**config.mk**
```make
export PLATFORM = sky130hd
export DESIGN_NAME = i2s_frame_sequencer
export DESIGN_NICKNAME = d
export VERILOG_FILES = /design/src/rtl/i2s_pkg.sv /design/src/rtl/i2s_shift_lane.sv /design/src/rtl/synchronizer.sv /design/src/rtl/i2s_frame_sequencer.sv
export SDC_FILE = /design/constraint.sdc
export NUM_CORES = 1
export LEC_CHECK = 0
export CORE_MARGIN = 5
export CORE_UTILIZATION = 50
export CTS_CLUSTER_SIZE = 40
export DETAILED_ROUTE_END_ITERATION = 7
export DONT_BUFFER_PORTS = 1
export SLEW_MARGIN = 5
export SYNTH_ARGS = -nofsm -noshare
export SYNTH_HDL_FRONTEND = slang
export SYNTH_SLANG_ARGS = --single-unit
export TNS_END_PERCENT = 30
```
**constraint.sdc**
```tcl
create_clock -name clock -period 2.5 [get_ports clock]
set_input_delay 0.125 -clock clock [delete_from_list [all_inputs] [get_ports clock]]
set_output_delay 0.125 -clock clock [all_outputs]
set_load 0.1 [all_outputs]
```
**src/rtl/i2s_pkg.sv**
```systemverilog
// Shared state encoding, default geometry and stereo frame type for the I2S frame sequencer.
package i2s_pkg;

   localparam int DEF_SAMPLE_W = 24;
   localparam int DEF_SLOT_W   = 32;

   typedef enum logic [1:0] {SYNC, LEFT, RIGHT} i2s_state_t;

   typedef struct packed {
      logic [DEF_SAMPLE_W-1:0] left;
      logic [DEF_SAMPLE_W-1:0] right;
   } stereo_frame_t;

endpackage

```
**src/rtl/i2s_shift_lane.sv**
```systemverilog
// SAMPLE_W-bit shift register with parallel load, serial shift-in at the LSB and MSB shift-out.
// When load and shift coincide, the loaded word is shifted once in the same cycle.
module i2s_shift_lane
   import i2s_pkg::*;
#(
   parameter int SAMPLE_W = DEF_SAMPLE_W
) (
   input  logic                clock,
   input  logic                resetN,
   input  logic                load,
   input  logic [SAMPLE_W-1:0] loadValue,
   input  logic                shift,
   input  logic                shiftIn,
   output logic [SAMPLE_W-1:0] q,
   output logic                msbOut
);

   always_ff @(posedge clock or negedge resetN) begin
      if (!resetN) begin
         q <= '0;
      end else if (load && shift) begin
         q <= {loadValue[SAMPLE_W-2:0], shiftIn};
      end else if (load) begin
         q <= loadValue;
      end else if (shift) begin
         q <= {q[SAMPLE_W-2:0], shiftIn};
      end
   end

   // The bit leaving the lane this cycle, including a word being loaded right now
   assign msbOut = load ? loadValue[SAMPLE_W-1] : q[SAMPLE_W-1];

endmodule

```
**src/rtl/synchronizer.sv**
```systemverilog
// Two-flop synchronizer for one asynchronous pin, with registered rise/fall strobes.
// A pin transition shows up on the strobes three clocks later; level is aligned with the strobes.
module synchronizer (
   input  logic clock,
   input  logic resetN,
   input  logic din,
   output logic level,
   output logic riseEdge,
   output logic fallEdge
);

   logic meta;
   logic stable;

   // meta/stable form the synchronizer chain; level is the previous stable value used for edge detection
   always_ff @(posedge clock or negedge resetN) begin
      if (!resetN) begin
         meta     <= 1'b0;
         stable   <= 1'b0;
         level    <= 1'b0;
         riseEdge <= 1'b0;
         fallEdge <= 1'b0;
      end else begin
         meta     <= din;
         stable   <= meta;
         level    <= stable;
         riseEdge <= stable & ~level;
         fallEdge <= ~stable & level;
      end
   end

endmodule

```
**src/rtl/i2s_frame_sequencer.sv**
```systemverilog
// I2S slot sequencer between the codec serial port and the effects datapath.
// Optional build macro FRAME_ERR_CNT_EN adds an 8-bit saturating frame-error counter output errCount.
module i2s_frame_sequencer
   import i2s_pkg::*;
#(
   parameter int SAMPLE_W = DEF_SAMPLE_W,
   parameter int SLOT_W   = DEF_SLOT_W
) (
   input  logic                clock,
   input  logic                resetN,
   input  logic                bclk,
   input  logic                lrclk,
   input  logic                adcDat,
   output logic                dacDat,
   output logic [SAMPLE_W-1:0] rxLeft,
   output logic [SAMPLE_W-1:0] rxRight,
   output logic                rxValid,
   input  logic                rxReady,
   input  logic [SAMPLE_W-1:0] txLeft,
   input  logic [SAMPLE_W-1:0] txRight,
   output logic                txLoad,
   output logic                overrun,
   output logic                frameErr,
`ifdef FRAME_ERR_CNT_EN
   output logic [7:0]          errCount,
`endif
   input  logic                clearErr
);

   localparam int CNT_W = $clog2(SLOT_W + 2);
   localparam logic [CNT_W-1:0] CNT_ONE  = CNT_W'(1);
   localparam logic [CNT_W-1:0] CNT_SLOT = CNT_W'(SLOT_W);
   localparam logic [CNT_W-1:0] CNT_MAX  = CNT_W'(SLOT_W + 1);
   localparam logic [CNT_W-1:0] CNT_LAST = CNT_W'(SAMPLE_W);

   logic bRise, bFall, lrRise, lrFall, adcBit;
   logic bclkLevelUnused, lrLevelUnused, adcRiseUnused, adcFallUnused;

   synchronizer bclkSync (.clock(clock), .resetN(resetN), .din(bclk),
                          .level(bclkLevelUnused), .riseEdge(bRise), .fallEdge(bFall));
   synchronizer lrSync   (.clock(clock), .resetN(resetN), .din(lrclk),
                          .level(lrLevelUnused), .riseEdge(lrRise), .fallEdge(lrFall));
   synchronizer adcSync  (.clock(clock), .resetN(resetN), .din(adcDat),
                          .level(adcBit), .riseEdge(adcRiseUnused), .fallEdge(adcFallUnused));

   i2s_state_t          state;
   logic [CNT_W-1:0]    bitCnt;
   logic [SAMPLE_W-1:0] shadowLeft, shadowRight;
   logic [SAMPLE_W-1:0] rxLeftLane, rxRightLane, txLoadValue, txLaneUnused;
   logic                rxLeftMsbUnused, rxRightMsbUnused;
   logic                lrEdge, slotFull, dataRise, syncStart, slotErr, txActiveNext, txMsb;

   assign lrEdge    = lrRise | lrFall;
   assign slotFull  = (bitCnt == CNT_SLOT);
   assign syncStart = (state == SYNC) && lrFall;
   assign slotErr   = ((state == LEFT)  && lrRise && !slotFull) ||
                      ((state == RIGHT) && lrFall && !slotFull);
   assign txActiveNext = ((state != SYNC) && !slotErr) || syncStart;

   // Rise 1 of a slot is the I2S delay bit; rises 2..SAMPLE_W+1 carry data
   assign dataRise = bRise && !lrEdge && (bitCnt >= CNT_ONE) && (bitCnt <= CNT_LAST);

   // A left slot starting from a running frame sends the word captured at this very edge
   assign txLoadValue = !lrFall         ? shadowRight :
                        (state == RIGHT) ? txLeft      : shadowLeft;

   i2s_shift_lane #(.SAMPLE_W(SAMPLE_W)) rxLeftShift (
      .clock(clock), .resetN(resetN), .load(lrFall), .loadValue('0),
      .shift(dataRise && (state == LEFT)), .shiftIn(adcBit),
      .q(rxLeftLane), .msbOut(rxLeftMsbUnused));

   i2s_shift_lane #(.SAMPLE_W(SAMPLE_W)) rxRightShift (
      .clock(clock), .resetN(resetN), .load(lrRise), .loadValue('0),
      .shift(dataRise && (state == RIGHT)), .shiftIn(adcBit),
      .q(rxRightLane), .msbOut(rxRightMsbUnused));

   i2s_shift_lane #(.SAMPLE_W(SAMPLE_W)) txShift (
      .clock(clock), .resetN(resetN), .load(lrEdge), .loadValue(txLoadValue),
      .shift(bFall), .shiftIn(1'b0),
      .q(txLaneUnused), .msbOut(txMsb));

   // Slot sequencing, frame hand-off, error flags and DAC bit output
   always_ff @(posedge clock or negedge resetN) begin
      if (!resetN) begin
         state       <= SYNC;
         bitCnt      <= '0;
         shadowLeft  <= '0;
         shadowRight <= '0;
         rxLeft      <= '0;
         rxRight     <= '0;
         rxValid     <= 1'b0;
         txLoad      <= 1'b0;
         dacDat      <= 1'b0;
         overrun     <= 1'b0;
         frameErr    <= 1'b0;
      end else begin
         txLoad <= 1'b0;

         if (lrEdge) begin
            bitCnt <= bRise ? CNT_ONE : '0;
         end else if (bRise && (bitCnt != CNT_MAX)) begin
            bitCnt <= bitCnt + 1'b1;
         end

         if (!txActiveNext) begin
            dacDat <= 1'b0;
         end else if (bFall) begin
            dacDat <= txMsb;
         end

         if (rxValid && rxReady) begin
            rxValid <= 1'b0;
         end

         // Flags set further down override a same-cycle clear
         if (clearErr) begin
            overrun  <= 1'b0;
            frameErr <= 1'b0;
         end

         case (state)
            SYNC: begin
               if (lrFall) begin
                  state <= LEFT;
               end
            end
            LEFT: begin
               if (lrRise) begin
                  if (slotFull) begin
                     state <= RIGHT;
                  end else begin
                     state    <= SYNC;
                     frameErr <= 1'b1;
                  end
               end
            end
            RIGHT: begin
               if (lrFall) begin
                  txLoad      <= 1'b1;
                  shadowLeft  <= txLeft;
                  shadowRight <= txRight;
                  if (!slotFull) begin
                     state    <= SYNC;
                     frameErr <= 1'b1;
                  end else begin
                     state <= LEFT;
                     if (rxValid && !rxReady) begin
                        overrun <= 1'b1;
                     end else begin
                        rxLeft  <= rxLeftLane;
                        rxRight <= rxRightLane;
                        rxValid <= 1'b1;
                     end
                  end
               end
            end
            default: state <= SYNC;
         endcase
      end
   end

`ifdef FRAME_ERR_CNT_EN
   // Saturating count of frame errors; a new error beats a same-cycle clear
   always_ff @(posedge clock or negedge resetN) begin
      if (!resetN) begin
         errCount <= 8'd0;
      end else if (slotErr) begin
         if (errCount != 8'hFF) begin
            errCount <= errCount + 8'd1;
         end
      end else if (clearErr) begin
         errCount <= 8'd0;
      end
   end
`endif

endmodule
```
# == Yosys cells after proc, flatten, opt, wreduce, memory -nomap -nowiden ==
# Index checks and enable logic that the tools add are counted.
# W data, S select, Z words.
# totals
reg_bits,194
inputBits,55
out_inout_bits,53
word_cells,120
# op_classes
addsub,1
order_cmp,2
n_eq_ne,8
mux,40
bitwise,10
reduce_logical,32
# ops
cell,count
$mux W24,11
$mux W1,21
$logic_and A1 B1 Y1,17
$mux W6,2
$reduce_bool A3 Y1,3
$mux W2,4
$ne A2 B1 Y1 const B,4
$add A6 B1 Y6 const B,1
$eq A6 B6 Y1 const B,1
$ge A6 B1 Y1 const B,1
$le A6 B5 Y1 const B,1
$ne A6 B6 Y1 const B,1
$pmux W2 S3,1
$not A1 Y1,5
$and A1 B1 Y1,4
$logic_not A1 Y1,4
$reduce_and A4 Y1,1
$reduce_bool A2 Y1,2
$reduce_and A3 Y1,1
$eq A2 B1 Y1 const B,1
$eq A2 B2 Y1 const B,1
$logic_not A2 Y1,1
$logic_or A1 B1 Y1,2
$pmux W1 S2,1
other kinds (2),2

# == Depth between registers and ports, before layout ==
# Gate-level depths: netlist (run 1).
# logic_depth
ltp_word,9
depth_mapped,8
depth_no_buf,6

# == Cells and area by module ==
# A second synthesis (run 1) with hierarchy kept.
# hier_totals
cells_unflattened,564
area_unflattened_um2,9096.2
# by_module_without_submodules
mod,instances,cells_per_inst,area_each_um2,seq_area_each_um2
i2s_frame_sequencer,1,372,4974.8,2727.6
i2s_shift_lane,3,57,1233.7,600.6
synchronizer,3,7,140.1,125.1

# == Worst setup path after synthesis (run 1) ==
# OpenSTA, ideal clock, no wires.
# synth_timing
kind,register -> register
startpoint,reg bitCnt[3]
endpoint,reg rxLeft[0]
setup_ns,0.125
arrival_time_ns,1.880
t_required_ns,2.375
setup_slack_ns,0.495
stages_incl_launch_ff,7
n_path_buf,2
period_less_slack_ns,2.005
path_cell_list,dfrtp_1 nor4b_4 nand2_1 nor3b_2 buf_4 buf_4 mux2_2
# synth_via
elab_chain_cells,2
# synth_lines
element,line,source
start: declaration,i2s_frame_sequencer.sv:47,logic [CNT_W-1:0] bitCnt;
start signal: assignment,i2s_frame_sequencer.sv:100,bitCnt <= bRise ? CNT_ONE : '0;
start signal: assignment,i2s_frame_sequencer.sv:102,bitCnt <= bitCnt + 1'b1;
$eq A6 B6 Y1,i2s_frame_sequencer.sv:54,assign slotFull = (bitCnt == CNT_SLOT);
$reduce_and A4 Y1 (no source line),--,
end signal: assignment,i2s_frame_sequencer.sv:150,rxLeft <= rxLeftLane;
end: declaration,i2s_frame_sequencer.sv:15,"output logic [SAMPLE_W-1:0] rxLeft,"
# Every way passes these cells.
# A chain may end at the register's enable or synchronous reset.

# == Worst setup path in the final report (run 1) ==
# layout_timing
startpoint,reg lrSync.fallEdge
endpoint,reg overrun
# layout_via
elab_chain_cells,2
# layout_lines
element,line,source
start: declaration,synchronizer.sv:9,output logic fallEdge
start signal: assignment,synchronizer.sv:28,fallEdge <= ~stable & level;
$mux W1,i2s_frame_sequencer.sv:138,if (lrFall) begin
$mux W1,i2s_frame_sequencer.sv:121,case (state)
end signal: assignment,i2s_frame_sequencer.sv:94,overrun <= 1'b0;
end signal: assignment,i2s_frame_sequencer.sv:117,overrun <= 1'b0;
end signal: assignment,i2s_frame_sequencer.sv:148,overrun <= 1'b1;
end: declaration,i2s_frame_sequencer.sv:22,"output logic overrun,"
# Every way passes these cells.

==> results.py, run 1 <==
metrics = {
    "run_status": {
        "status": "finished with violations",
        "violations": "negative hold slack",
    },
    "synth": {
        "ys_seq_elements": 194,
        "ys.flop_type": "dfrtp_1",
        "async_flop_share_pct": 100,
        "synth_top_cell_by_area": "dfrtp_1",
        "synth_area_leaders": "dfrtp_1 (56%), mux2_2 (14%), mux2i_1 (8.0%)",
        "synth-edff-count": 0,
        "seq_area_frac_synth_pct": 56.3,
        "synthDistinctLibCells": 40,
        "synth.most_common_cell": "dfrtp_1",
        "synth_area_per_cell_um2": 14.4,
        "syn-num-nets": 661,
        "synth_area_um2": 8630,
        "synth_top_area_share_pct": 56.3,
        "synth_cells": 598,
        "ys_top_cells_by_count": "dfrtp_1 (194), mux2_2 (108), mux2i_1 (69)",
        "yosysWarnings": 0,
    },
    "placed_design": {
        "io_buffers": 0,
        "dp_hpwl_um": 9840,
        "dp.cells": 805,
        "place_congestion": 0.713,
        "place_area_um2": 8870,
    },
    "clock_tree": {
        "htree_levels": 4,
        "clock_path_buffers": 2,
        "postCtsHoldBufs": 54,
        "insertion_delay_ns": 0.43,
        "cts_sinks": 194,
        "clk_pin_slew_worst_paths_ns": 0.07,
        "cts_resized": 0,
        "tritoncts": "yes",
        "cts-root-buf": "clkbuf_16",
        "cts_buffers": 17,
    },
    "setup_path": {
        "startpoint_type": "flip-flop",
        "crit_type": "reg2reg",
        "crit_fanout": 52,
        "crit_family": "buffers and inverters",
        "rr_worst_depth": 5,
        "r2r_start": "lrSync.fallEdge",
        "ff2ff_setup_slack_ns": 0.30,
        "cp.required_ns": 2.81,
        "r2r_end": "overrun",
        "cp_slowest_cell": "dlygate4sd3_1",
        "crit_top_cell": "buf_4",
        "cp-end-kind": "flip-flop",
        "cp_cell_sequence": "buf_4 > nand2_2 > buf_4 > o32ai_1 > dlygate4sd3_1",
        "critPathArrivalTime_ns": 2.51,
        "cp_num_buf_inv": 3,
        "slowest_delay_ns": 0.57,
    },
    "floorplan": {
        "ios": 108,
        "rows": 48,
        "die_w_um": 141,
        "initial_core_util_pct": 50.4,
        "dieArea_um2": 20000,
        "die_h_um": 141,
        "core_um2": 17100,
    },
    "timing": {
        "tightest_slew_ns": 0.938,
        "worst_hold_slack_ns": -0.614,
        "setup_tns_ns": 0,
        "fmax_mhz": 454,
        "hold_violations": 194,
        "rsz0062_at_grt": "no",
        "finClkSkew_ns": 0.00804,
        "finalMaxSlewViolations": 0,
        "finalSetupViolCount": 0,
        "period_minus_slack_ns": 2.20,
        "period_share_pct": 88.1,
        "slew-limit-headroom_pct": 37.5,
    },
    "layout": {
        "drive_gt1_share_pct": 30.5,
        "diodes": 0,
        "design_area_um2": 10000,
        "final_util_pct": 58.6,
        "layout.cells.non_filler": 891,
        "area_growth_pct": 16.3,
        "fillerInstances": 1394,
        "nets": 716,
    },
    "grt": {
        "grt_antenna_before_repair": 0,
        "grt_pass1_vias": 5162,
        "overflow": 0,
        "grt_start_max_net_pins": 195,
        "grtUsageTotal_pct": 16.5,
        "grt_pass1_wl_um": 26200,
    },
    "power_and_ir_drop": {
        "ir_drop_v": 0.000510,
        "intPower_uw": 5220,
        "seq_power_share_pct": 49.0,
        "p_clk_share_pct": 41.4,
        "switching_power_uw": 1640,
        "combPwrFrac_pct": 9.6,
        "power.density_nw_per_um2": 683,
        "p_leak_uw": 0.00462,
        "switching_share_pct": 23.9,
    },
    "routing": {
        "vias_per_cell": 5.35,
        "drtPass1Iterations": 4,
        "via_count": 4767,
        "drc_errors": 0,
        "totalWireLength_um": 15700,
        "wl_per_cell_um": 17.6,
        "drtAntennaViolNets": 0,
        "drt_iter0_markers": 228,
    },
    "hold_path": {
        "hold_path_class": "in2async",
    },
    "run": {
        "max_cap_violations": 0,
    },
}
-- repair_timing --
action	in CTS	in global routing
buffers inserted	0	0
endpoints found under the hold margin	249	194
setup endpoints to repair	0	0
-- final cells by class --
cell class	instances	area, µm²	area share [%]
clock buffer	17	425	4.24
sequential	194	4860	48.4
clock inverter	15	198	1.97
tap	225	282	2.80
inverter	34	128	1.27
multi-input combinational	337	3480	34.7
timing repair buffer	69	666	6.63
-- registers in the layout, summed over array words and instances, names as in the netlist, 2 cells and up --
name,count
bitCnt,6
rxLeft,24
rxLeftShift.q,24
rxRight,24
rxRightShift.q,24
shadowLeft,24
shadowRight,24
state,2
txShift.q,24
-- logic make-up after synthesis --
kind of cell	Yosys count	synth area share (%)
compound gates	22	1.86
mux	217	30.8
fa+ha+maj	8	1.16
simple gates	88	6.24
xor+xnor	2	0.203
buf+inv	67	3.48
flops	194	56.3
-- worst max path at each step --
stage	start	end	slack, ns	cells after the start
2_1_floorplan	bitCnt[3]	rxLeft[0]	0.49	6
3_3_place_gp	bitCnt[3]	rxRight[10]	0.35	5
3_5_place_dp	bitCnt[3]	rxLeft[14]	0.30	5
4_1_cts	lrSync.fallEdge	overrun	0.28	5
5_1_grt	state[0]	overrun	0.16	6
6_report	lrSync.fallEdge	overrun	0.30	5
-- cell usage in the layout (no fill, tap or decap), types with 2 or more instances in the layout --
cell type      netlist  routed
a211oi_1             3       3
a21oi_1              4       4
a31oi_1              2       2
and3_1               2       2
buf_4                4      14
bufinv_16            0       3
clkbuf_16            0      17
clkinv_4             0       2
clkinvlp_4           0       4
dfrtp_1            194     193
dlygate4sd3_1        0      54
ha_1                 8       7
inv_1               33      33
inv_6                0       3
inv_8                0       3
mux2_2             108     108
mux2_4              20      20
mux2i_1             69      69
mux4_2              20      20
nand2_1             11      10
nand2b_1            18      18
nand4_1              3       3
nor2_1               9       9
nor2b_1             35      35
o21ai_0              5       5
o22ai_1              2       2
o31ai_1              2       2
xor2_1               2       2
-- through the flow --
| stage | setup WS (ns) | total power (µW) |
|---|---|---|
| 3_5_place_dp | 0.302 | 4010 |
| 3_3_place_gp | 0.349 | 3990 |
| 2_1_floorplan | 0.495 | 3890 |
| 5_1_grt | 0.157 | 7190 |
| 6_report | 0.298 | 6860 |
| 4_1_cts | 0.279 | 6940 |
-- per-layer routing --
| metal | GRT usage [%] | vias to the layer above | routed length (µm) | part of all wire (%) |
|---|---|---|---|---|
| met5 | 0 | - | 0 | 0 |
| li1 | - | 2208 | - | - |
| met1 | 21.6 | 2426 | 6900 | 44 |
| met2 | 26.6 | 113 | 7570 | 48 |
| met3 | 4.68 | 20 | 956 | 6.1 |
| met4 | 5.35 | 0 | 265 | 1.7 |
-- power groups by stage --
| stage | registers (µW) | clock network (µW) | logic (µW) |
|---|---|---|---|
| floorplan | 3450 | 0 | 434 |
| global placement | 3410 | 0 | 575 |
| detailed placement | 3410 | 0 | 593 |
| CTS | 3360 | 2920 | 666 |
| global route | 3370 | 3090 | 732 |
| finish | 3360 | 2840 | 658 |
(Power assumes the default switching activity.)
==> inputs of run 2 (changes only) <==
- PLACE_DENSITY_LB_ADDON: default -> 0.12
- clock period: 2.5 -> 2.1 ns (I/O delays scaled with it)
==> run 2 against run 1 <==
Net effect:
- the flow still finishes with violations (negative hold slack)
- cell count up 6.2%
- global-route usage up 0.35 points
- via count up 3.9%
- worst hold slack worse by 0.015 ns
- clock power up 11%
- maximum frequency up 9.0%
- largest power group unchanged
- highest routed layer unchanged
==> results.py, run 2 (same netlist as run 1, synthesis figures left out) <==
metrics = {
    "placed_design": {
        "preCtsSetupSlack_ns": 0.0869,
        "io_buffers": 0,
        "place_congestion": 0.712,
        "dp.cells": 859,
        "place_area_um2": 9330,
        "dp_hpwl_um": 10300,
    },
    "layout": {
        "diodes": 0,
        "multi_input_area_um2": 3500,
        "final_cell_mix": "dfrtp_1 (193), mux2_2 (108), mux2i_1 (69)",
        "layout_commonest_cell": "dfrtp_1",
        "design_area_um2": 10500,
        "layout.cells.non_filler": 946,
        "nets": 771,
        "final-seq-area_um2": 4860,
        "final_util_pct": 61.4,
        "drive_gt1_share_pct": 35.8,
        "area_growth_pct": 21.8,
        "fillerInstances": 1358,
    },
    "clock_tree": {
        "cts-root-buf": "clkbuf_16",
        "cts_sinks": 194,
        "tritoncts": "yes",
        "clock_path_buffers": 2,
        "cts_setup_buffers": 0,
        "clk_pin_slew_worst_paths_ns": 0.07,
        "htree_levels": 4,
        "postCtsHoldBufs": 54,
        "insertion_delay_ns": 0.42,
        "cts_buffers": 17,
    },
    "setup_path": {
        "ff2ff_setup_slack_ns": 0.08,
        "cp_num_buf_inv": 3,
        "crit_fanout": 24,
        "slowest_delay_ns": 0.42,
        "crit_family": "compound AO/OA/AOI/OAI gates",
        "crit_top_cell": "inv_1",
        "startpoint_type": "flip-flop",
        "cp_slowest_cell": "a311oi_4",
        "cp.required_ns": 2.41,
        "cp_cell_sequence": "inv_1 > ha_1 > inv_1 > a311oi_4 > nand3_4 > buf_12 > mux2_4",
        "cp-end-kind": "flip-flop",
        "critPathArrivalTime_ns": 2.33,
        "crit_type": "reg2reg",
    },
    "routing": {
        "totalWireLength_um": 16300,
        "drt_iter0_markers": 285,
        "wl_per_cell_um": 17.2,
        "drtAntennaViolNets": 0,
        "drtPass1Iterations": 4,
        "via_count": 4951,
        "drc_errors": 0,
        "vias_per_cell": 5.23,
    },
    "timing": {
        "finClkSkew_ns": 0.00899,
        "fmax_mhz": 495,
        "layout_setup_ws_ns": 0.0792,
        "tightest_slew_ns": 0.861,
        "finalMaxSlewViolations": 0,
        "hold_violations": 194,
        "slew-limit-headroom_pct": 42.6,
        "period_minus_slack_ns": 2.02,
        "period_share_pct": 96.2,
        "worst_hold_slack_ns": -0.630,
        "finalSetupViolCount": 0,
    },
    "grt": {
        "grt_start_max_net_pins": 195,
        "grtUsageTotal_pct": 16.8,
        "grt_pass1_wl_um": 26700,
        "overflow": 0,
        "grt_antenna_before_repair": 0,
        "grt_pass1_vias": 5339,
    },
    "power_and_ir_drop": {
        "ir_drop_v": 0.000659,
        "p_leak_uw": 0.00496,
        "power.density_nw_per_um2": 758,
    },
    "floorplan": {
        "die_h_um": 141,
        "die_w_um": 141,
        "rows": 48,
        "dieArea_um2": 20000,
        "ios": 108,
        "initial_core_util_pct": 50.4,
        "core_um2": 17100,
    },
    "run_status": {
        "status": "finished with violations",
        "violations": "negative hold slack",
    },
    "hold_path": {
        "hold_path_class": "in2async",
    },
    "run": {
        "max_cap_violations": 0,
    },
}
run 2: changes by cell type in the layout (fill, tap and decap cells not counted), moves of 3 or more:
cell      previous run  this run
buf_12               1         5
buf_4               14        63
clkbuf_8             0         5
inv_8                3         0
run 2: path summary, 6_finish.rpt:
kind	start	to	cells after the start
min	resetN	rxRight[15]	0
min reg2reg	bclkSync.meta	bclkSync.stable	0
max reg2reg	bitCnt[1]	rxLeftShift.q[6]	7
max in group asynchronous	resetN	shadowRight[19]	0
max	bitCnt[1]	rxLeftShift.q[6]	7
min in group clock	txLeft[20]	txShift.q[21]	4
run 2: timing repair:
| action | in CTS | in global routing |
|---|---|---|
| resized for setup | 0 | 3 |
| setup endpoints to repair | 0 | 7 |
| hold endpoints to repair | 249 | 194 |
run 2: power breakdown:
group          total [µW]  internal, µW  leakage (µW)  switching [µW]
sequential           4010          3920       0.00251            88.9
clock                3160          1800      0.000289            1360
combinational         790           388       0.00216             402
total                7960          6110       0.00496            1850
run 2: metrics by stage:
step | power [µW] | setup TNS (ns)
after detailed placement | 4780 | 0
final | 7960 | 0
after global placement | 4750 | 0
after floorplan | 4630 | 0
after CTS | 8060 | 0
after global routing | 8330 | -0.0366
run 2: cell type report:
class,count,share of cell area [%]
Clock buffer,22,4.70
Sequential cell,194,46.2
Timing Repair Buffer,124,10.9
Inverter,34,1.21
Tap cell,225,2.68
Multi-Input combinational cell,337,33.3
Clock inverter,10,0.941
run 2: metal layers:
metal	up-vias	part of all wire [%]	GRT usage, %
met5	-	0	0
met4	0	1.6	6.12
met3	18	5.4	4.38
met2	122	49	27.9
met1	2508	44	21.4
li1	2303	-	-
